$ cat src/rtl/star_mem_arbiter.sv
`default_nettype none
// ============================================================================
// Module   : star_mem_arbiter
// Brief    : Shares the 36x3 pixel RAM between the scanner, mapper and cleaner.
//            Define STAR_ARB_RR_EN for round-robin arbitration; otherwise the
//            priority is fixed at clean > map > scan.
// Revision : 1.0 - initial release
// ============================================================================
module star_mem_arbiter #(
  parameter int W_X   = 3,
  parameter int W_Y   = 3,
  parameter int W_COL = 3,
  parameter int IMG_W = 6,
  parameter int IMG_H = 6
) (
  input  logic             clk,
  input  logic             reset,
  input  logic [2:0]       req,
  input  logic [W_X-1:0]   x0,
  input  logic [W_X-1:0]   x1,
  input  logic [W_X-1:0]   x2,
  input  logic [W_Y-1:0]   y0,
  input  logic [W_Y-1:0]   y1,
  input  logic [W_Y-1:0]   y2,
  input  logic [W_COL-1:0] wdata2,
  output logic [2:0]       grant,
  output logic [2:0]       rvalid,
  output logic [W_COL-1:0] rdata,
  output logic             err,
  output logic [5:0]       ram_addr,
  output logic             ram_wren,
  output logic [W_COL-1:0] ram_data,
  input  logic [W_COL-1:0] ram_q
);

  localparam logic [W_X:0] c_IMG_W = (W_X+1)'(IMG_W);
  localparam logic [W_Y:0] c_IMG_H = (W_Y+1)'(IMG_H);

  logic [2:0]     w_elig;
  logic           w_any;
  logic [1:0]     w_win;
  logic [W_X-1:0] w_x;
  logic [W_Y-1:0] w_y;
  logic [5:0]     w_xExt;
  logic [5:0]     w_yExt;
  logic [5:0]     w_addr;
  logic           w_oor;
  logic           r_rdOor;

  // The requester granted this cycle still holds req, so it must sit out.
  assign w_elig = req & ~grant;

`ifdef STAR_ARB_RR_EN
  logic [1:0] r_ptr;
  int         w_idx;

  // Walk the order ptr+3, ptr+2, ptr+1 so the nearest successor wins last.
  always_comb begin
    w_any = 1'b0;
    w_win = 2'd0;
    w_idx = 0;
    for (int k = 3; k >= 1; k--) begin
      w_idx = (int'(r_ptr) + k) % 3;
      if (w_elig[w_idx]) begin
        w_any = 1'b1;
        w_win = 2'(w_idx);
      end
    end
  end

  always_ff @(posedge clk) begin
    if (reset) begin
      r_ptr <= 2'd0;
    end else if (w_any) begin
      r_ptr <= w_win;
    end
  end
`else
  always_comb begin
    w_any = |w_elig;
    w_win = 2'd0;
    if (w_elig[2]) begin
      w_win = 2'd2;
    end else if (w_elig[1]) begin
      w_win = 2'd1;
    end
  end
`endif

  always_comb begin
    w_x = x0;
    w_y = y0;
    case (w_win)
      2'd1:    begin w_x = x1; w_y = y1; end
      2'd2:    begin w_x = x2; w_y = y2; end
      default: begin w_x = x0; w_y = y0; end
    endcase
  end

  assign w_oor  = ({1'b0, w_x} >= c_IMG_W) || ({1'b0, w_y} >= c_IMG_H);
  assign w_xExt = 6'(w_x);
  assign w_yExt = 6'(w_y);
  assign w_addr = (w_yExt << 2) + (w_yExt << 1) + w_xExt;

  always_ff @(posedge clk) begin
    if (reset) begin
      grant    <= 3'b000;
      rvalid   <= 3'b000;
      err      <= 1'b0;
      ram_addr <= 6'd0;
      ram_wren <= 1'b0;
      ram_data <= '0;
      r_rdOor  <= 1'b0;
    end else begin
      // Read completion trails the grant by one cycle; err marks a dead read.
      rvalid  <= {1'b0, grant[1:0]};
      r_rdOor <= err;
      if (w_any) begin
        grant    <= 3'b001 << w_win;
        err      <= w_oor;
        ram_addr <= w_oor ? 6'd0 : w_addr;
        ram_wren <= (w_win == 2'd2) && !w_oor;
        if (w_win == 2'd2) begin
          ram_data <= wdata2;
        end
      end else begin
        grant    <= 3'b000;
        err      <= 1'b0;
        ram_wren <= 1'b0;
      end
    end
  end

  assign rdata = ((rvalid[0] || rvalid[1]) && !r_rdOor) ? ram_q : '0;

endmodule
`default_nettype wire

$ cat config.mk
export PLATFORM = sky130hd
export DESIGN_NAME = star_mem_arbiter
export DESIGN_NICKNAME = d
export VERILOG_FILES = /design/src/rtl/star_mem_arbiter.sv
export SDC_FILE = /design/constraint.sdc
export NUM_CORES = 1
export LEC_CHECK = 0
export ABC_AREA = 1
export BUFFER_PORTS_ARGS = -buffer_cell sky130_fd_sc_hd__buf_2
export CAP_MARGIN = 20
export CELL_PAD_IN_SITES_DETAIL_PLACEMENT = 0
export CELL_PAD_IN_SITES_GLOBAL_PLACEMENT = 1
export CORE_ASPECT_RATIO = 1.75
export CORE_UTILIZATION = 30
export DETAILED_ROUTE_END_ITERATION = 10
export PLACE_DENSITY = 0.76
export RECOVER_POWER = 25
export SYNTH_ARGS = -nofsm -noshare
export SYNTH_HDL_FRONTEND = slang
export SYNTH_SLANG_ARGS = --single-unit
$ cat constraint.sdc
create_clock -name clk -period 4.9 [get_ports clk]
set_input_delay 0.245 -clock clk [delete_from_list [all_inputs] [get_ports clk]]
set_output_delay 0.245 -clock clk [all_outputs]
set_load 0.02 [all_outputs]
== Word-level counts from Yosys, hierarchy flattened ==
Index checks and enable logic that the tools add are counted.

* Flip-flop bits (word level): 18
* Input port bits: 29
* Output and inout bits: 20
* Word-level logic and storage cells: 33

* Add/subtract/negate cells: 2
* $lt $le $gt $ge: 2
* Equality and inequality tests: 2
* Shifts and indexed selects: 1
* Mux-type cells: 6
* Bitwise operators: 3
* Reduce and logical (&&, ||, !) cells: 9

{| class="wikitable"
|+ Operators with widths
! operator !! number
|-
| case mux 3 bit (2 select lines) || 2
|-
| adder 5 x 4 -> 6 bit || 1
|-
| adder 6 x 3 -> 6 bit || 1
|-
| greater-or-equal comparator 3 bit (second input constant) || 2
|-
| two-way mux 6 bit || 1
|-
| bitwise AND 3 bit || 1
|-
| two-way mux 3 bit || 1
|-
| inverter 3 bit || 1
|-
| OR reduction 3 bit || 1
|-
| left shift 1 x 2 -> 3 bit (first input constant) || 1
|-
| == test 2 x 1 -> 1 bit (second input constant) || 1
|-
| == test 2 bit (second input constant) || 1
|-
| logical AND 1 bit || 2
|-
| logical NOT 1 bit || 2
|-
| logical OR 1 bit || 2
|-
| two-way mux 2 bit || 1
|-
| AND reduction 2 bit || 1
|-
| OR reduction 2 bit || 1
|-
| two-way mux 1 bit || 1
|-
| inverter 1 bit || 1
|}

== Logic depth before layout (Yosys ltp) ==
* Word-level depth: 10
* Depth in mapped cells: 14
* Gate-level depth less buffers: 14

== Least setup slack after synthesis ==
Ideal clock, no wire load.

* Kind: register -> register
* From: register grant[2]
* To: register ram_addr[4]
* Setup time: 0.070 ns
* Arrival: 2.395 ns
* Data required time: 4.830 ns
* Path slack: 2.435 ns
* Stages on the path, launching flop included: 14
* Buffers on the path: 1
* Clock period less this slack: 2.465 ns
* Cells stage by stage: dfxtp_1 > inv_2 > nand2_4 > buf_6 > nand3_1 > nand3_1 > fa_1 > ha_1 > fa_1 > xor2_1 > nand2_1 > inv_1 > nand3_1 > a21oi_1

* Word-level cells in the longest chain between the ends: 8
* Elaborated cells between the ends (all ways): 14
* Those cells by class: 2 x add/sub; 2 x order compare; 2 x eq/ne; 4 x mux; 2 x bitwise; 2 x reduce/logical

{| class="wikitable"
|+ Ends and longest elaborated chain
! what !! line !! RTL
|-
| start, declared || 26 || <nowiki>output logic [2:0] grant,</nowiki>
|-
| start signal, assigned || 119 || <nowiki>grant <= 3'b001 << w_win;</nowiki>
|-
| inverter 3 bit (*) || 51 || <nowiki>assign w_elig = req & ~grant;</nowiki>
|-
| bitwise AND 3 bit (*) || 51 ||
|-
| two-way mux 2 bit || 82 || <nowiki>if (w_elig[2]) begin</nowiki>
|-
| == test 2 bit or == test 2 x 1 -> 1 bit (tied branches) || 93 || <nowiki>case (w_win)</nowiki>
|-
| case mux 3 bit (2 select lines) || 93 ||
|-
| adder 5 x 4 -> 6 bit or greater-or-equal comparator 3 bit (tied branches) || 103, 100 ||
|-
| adder 6 x 3 -> 6 bit or logical OR 1 bit (tied branches) || 103, 100 ||
|-
| two-way mux 6 bit || 121 || <nowiki>ram_addr <= w_oor ? 6'd0 : w_addr;</nowiki>
|-
| end signal, assigned || 121 ||
|-
| end, declared || 30 || <nowiki>output logic [5:0] ram_addr,</nowiki>
|}

Mark *: on every way between the ends. The rest lies on a longest branch, timed or not.
A chain may end at the register's enable or synchronous reset.

== Worst setup path in the final report ==
Ends and elaborated chain as after synthesis.

==> impl_results.md <==
- Status: complete, no violations
- Area contributors post-synth: dfxtp_1 36%, ha_1 7.9%, nor2_1 7.9%
- Initial Util: 32.0%
- Number of failing hold endpoints at the final stage: 0
- # IOs: 49
- Wire length per cell: 10.7 microns
- DR vias: 942
- Clock root cell: clkbuf_8
- Hold Path Stages: 2
- Final core utilization: 42.1%
- Max Slew Vio Count: 0
- HP Class: in -> reg
- Residual DRC count: 0
- Layout cell share with drive strength beyond 1: 33.9%
- Worst skew pair latency: 0.25 ns
- Leak Pwr: 0.689 nW
- Worst Path Max Fanout: 16
- Drt via density: 4.36
- First-pass GRT wire length: 3.88 mm
- CTS H-tree lvls: 1
- Largest net degree at the start of global routing: 17
- Die Y: 76.4 microns
- Syn avg cell area: 7.53 sq um
- Post-route ant nets: 0
- Yosys top cell area share: 35.9%
- Initial DRC Count: 9
- Worst EP required: 5.08 ns
- Post-CTS Setup Inserts: 0
- GR Util All Layers: 15.2%
- TNS Setup: 0 ns
- Fin nets: 212
- Sequential area share after synthesis: 35.9%
- Overall routed net length: 2.31 mm
- HPWL Detailed: 1.95 mm
- FMAX: 0.345 GHz
- Syn-to-layout area delta: 31.4%
- Synthesized Nets: 163
- Worst hold start: reset
- GP Congestion: 0.832
- CTS tree: yes
- #FFs+latches synth: 17
- Sw Ratio: 33.3%
- Clk_skew: 0.00269 ns
- Share of power burned in registers: 40.9%
- Setup Viol. Count Final: 0
- FF-to-FF path depth: 13
- # diodes: 0
- Die width: 44.5 microns
- Worst reg2reg setup slack: 2.00 ns
- Total Power: 384 uW
- RSZ-0062 raised after global routing: no
- CTS buffer count: 3
- Vias in the first global route: 966
- Synth warn: 0
- Combinational fraction of design power: 32.7%
- Hold Path End: ram_addr[0]
- CP Class: reg -> reg
- Synth Instances: 126
- R2r endpoint: ram_addr[4]
- Die area: 3400 sq um
- Synthesized cell area: 948 sq um
- P_int: 256 uW
- Clock share of power: 26.4%
- Critical path capture point type: flop
- Clock transition at the registers of the reported paths: 0.06 ns
- Clock Tree Buf Depth: 2
- Port Buf Inserts: 47
- # rows: 26
- First-pass iteration count of the detailed router: 4
- Clock sinks: 17
- Synth area leader: dfxtp_1
- Fin crit period: 2.90 ns
- IR Drop Worst-Case VDD: 0.120 mV
- Max_cap viols: 0
- Sw Pwr: 128 uW
- Core area: 2960 sq um
- CP arrival: 3.08 ns
- Initial antenna violation count: 0
- Worst setup SP type: flop
- Cell variety after synth: 23
- PwrDens: 308 nW/um^2
- Final period util: 59.2%
- Worst r2r src: grant[2]
- Congestion Overflow GR: 0
- CTS resizes: 0
- CTS Hold Bufs: 0
[critical path: stages (launching register included)]
cell	delay (ns)
dfxtp_1	0.33
clkinv_1	0.06
nand2_1	0.37
inv_1	0.21
nand2_1	0.10
nand3_1	0.18
fa_1	0.50
ha_1	0.24
fa_1	0.38
xor2_1	0.15
nand2_1	0.06
inv_1	0.06
nand3_1	0.07
a21oi_1	0.13
[per-layer routing]
metal  wire (microns)  GRT usage (%)  vias up
met3               75           1.66        6
met5                0              0        -
met2             1320           27.8       32
li1                 -              -      491
met1              841           15.1      413
met4               70           9.09        0
[layout by cell type (no fill, tap or decap), types with 2 or more instances in the layout]
cell type	netlist	layout
nand2_1	12	13
o21ai_0	8	8
nand2_2	3	3
clkbuf_1	0	2
a21oi_1	8	8
dfxtp_1	17	17
inv_1	17	18
fa_1	2	2
o22ai_1	2	2
nor2_1	20	20
nand3_1	12	12
clkbuf_8	0	3
ha_1	6	6
nor2_2	5	5
buf_2	0	45
[cells by family (layout without fill, tap and decap cells)]
| kind of cell | count (synthesis) | count (layout) | synth area share (%) |
|---|---|---|---|
| compound gates | 19 | 19 | 10.6 |
| fa+ha+maj | 8 | 8 | 12.1 |
| buf+inv | 22 | 70 | 10.3 |
| xor+xnor | 1 | 1 | 0.924 |
| other cells | 1 | 1 | 0.395 |
| flops | 17 | 17 | 35.9 |
| simple gates | 58 | 58 | 29.8 |
[power groups by stage]
| stage | Clock [mW] | Sequential, mW | Combinational [mW] |
|---|---|---|---|
| 6_report | 0.101 | 0.157 | 0.125 |
| 4_1_cts | 0.105 | 0.157 | 0.129 |
| 3_3_place_gp | 0 | 0.160 | 0.126 |
| 3_5_place_dp | 0 | 0.160 | 0.129 |
| 5_1_grt | 0.109 | 0.159 | 0.143 |
| 2_1_floorplan | 0 | 0.176 | 0.0729 |
[worst max path at each step]
stage | to | startpoint
detailed placement | ram_addr[4] | grant[2]
finish | ram_addr[4] | grant[2]
global route | ram_addr[4] | grant[2]
floorplan | ram_addr[4] | grant[2]
CTS | ram_addr[4] | grant[2]
global placement | ram_addr[4] | req[2]
[per-stage QoR]
| stage | hold WS [ns] | cells | worst slack [ns] | instance area [sq um] |
|---|---|---|---|---|
| after floorplan | 0.314 | 126 | 2.44 | 948 |
| final | 0.249 | 216 | 2.00 | 1250 |
| after global placement | 0.411 | 212 | 2.43 | 1210 |
| after detailed placement | 0.420 | 212 | 2.40 | 1210 |
| after global routing | 0.261 | 216 | 1.71 | 1250 |
| after CTS | 0.252 | 216 | 2.37 | 1260 |
[sequential cells by signal (all words and copies together) (netlist names)]
register and cells:
r_rdOor 1, ram_wren 1, grant 3, ram_data 3
err 1, ram_addr 6, rvalid 2
[cell type report]
class                   count  area [sq um]
multi-input cells          87           503
clock inverters             1          5.00
repair buffers             47           233
clock buffers               3          41.3
flip-flops and latches     17           340
inverters                  19          71.3
well taps                  42          52.6
fillers                   322          1710
[cells in the mapped netlist (all sizes together)]
library cell,number
nor2,25
inv,19
dfxtp,17
nand2,17
nand3,13
a21oi,8
o21ai,8
ha,6
buf,3
fa,2
o22ai,2
and3,1
conb,1
nand3b,1
o21bai,1
or2,1
xor2,1
Note: power is estimated with default switching activity, not from simulation.
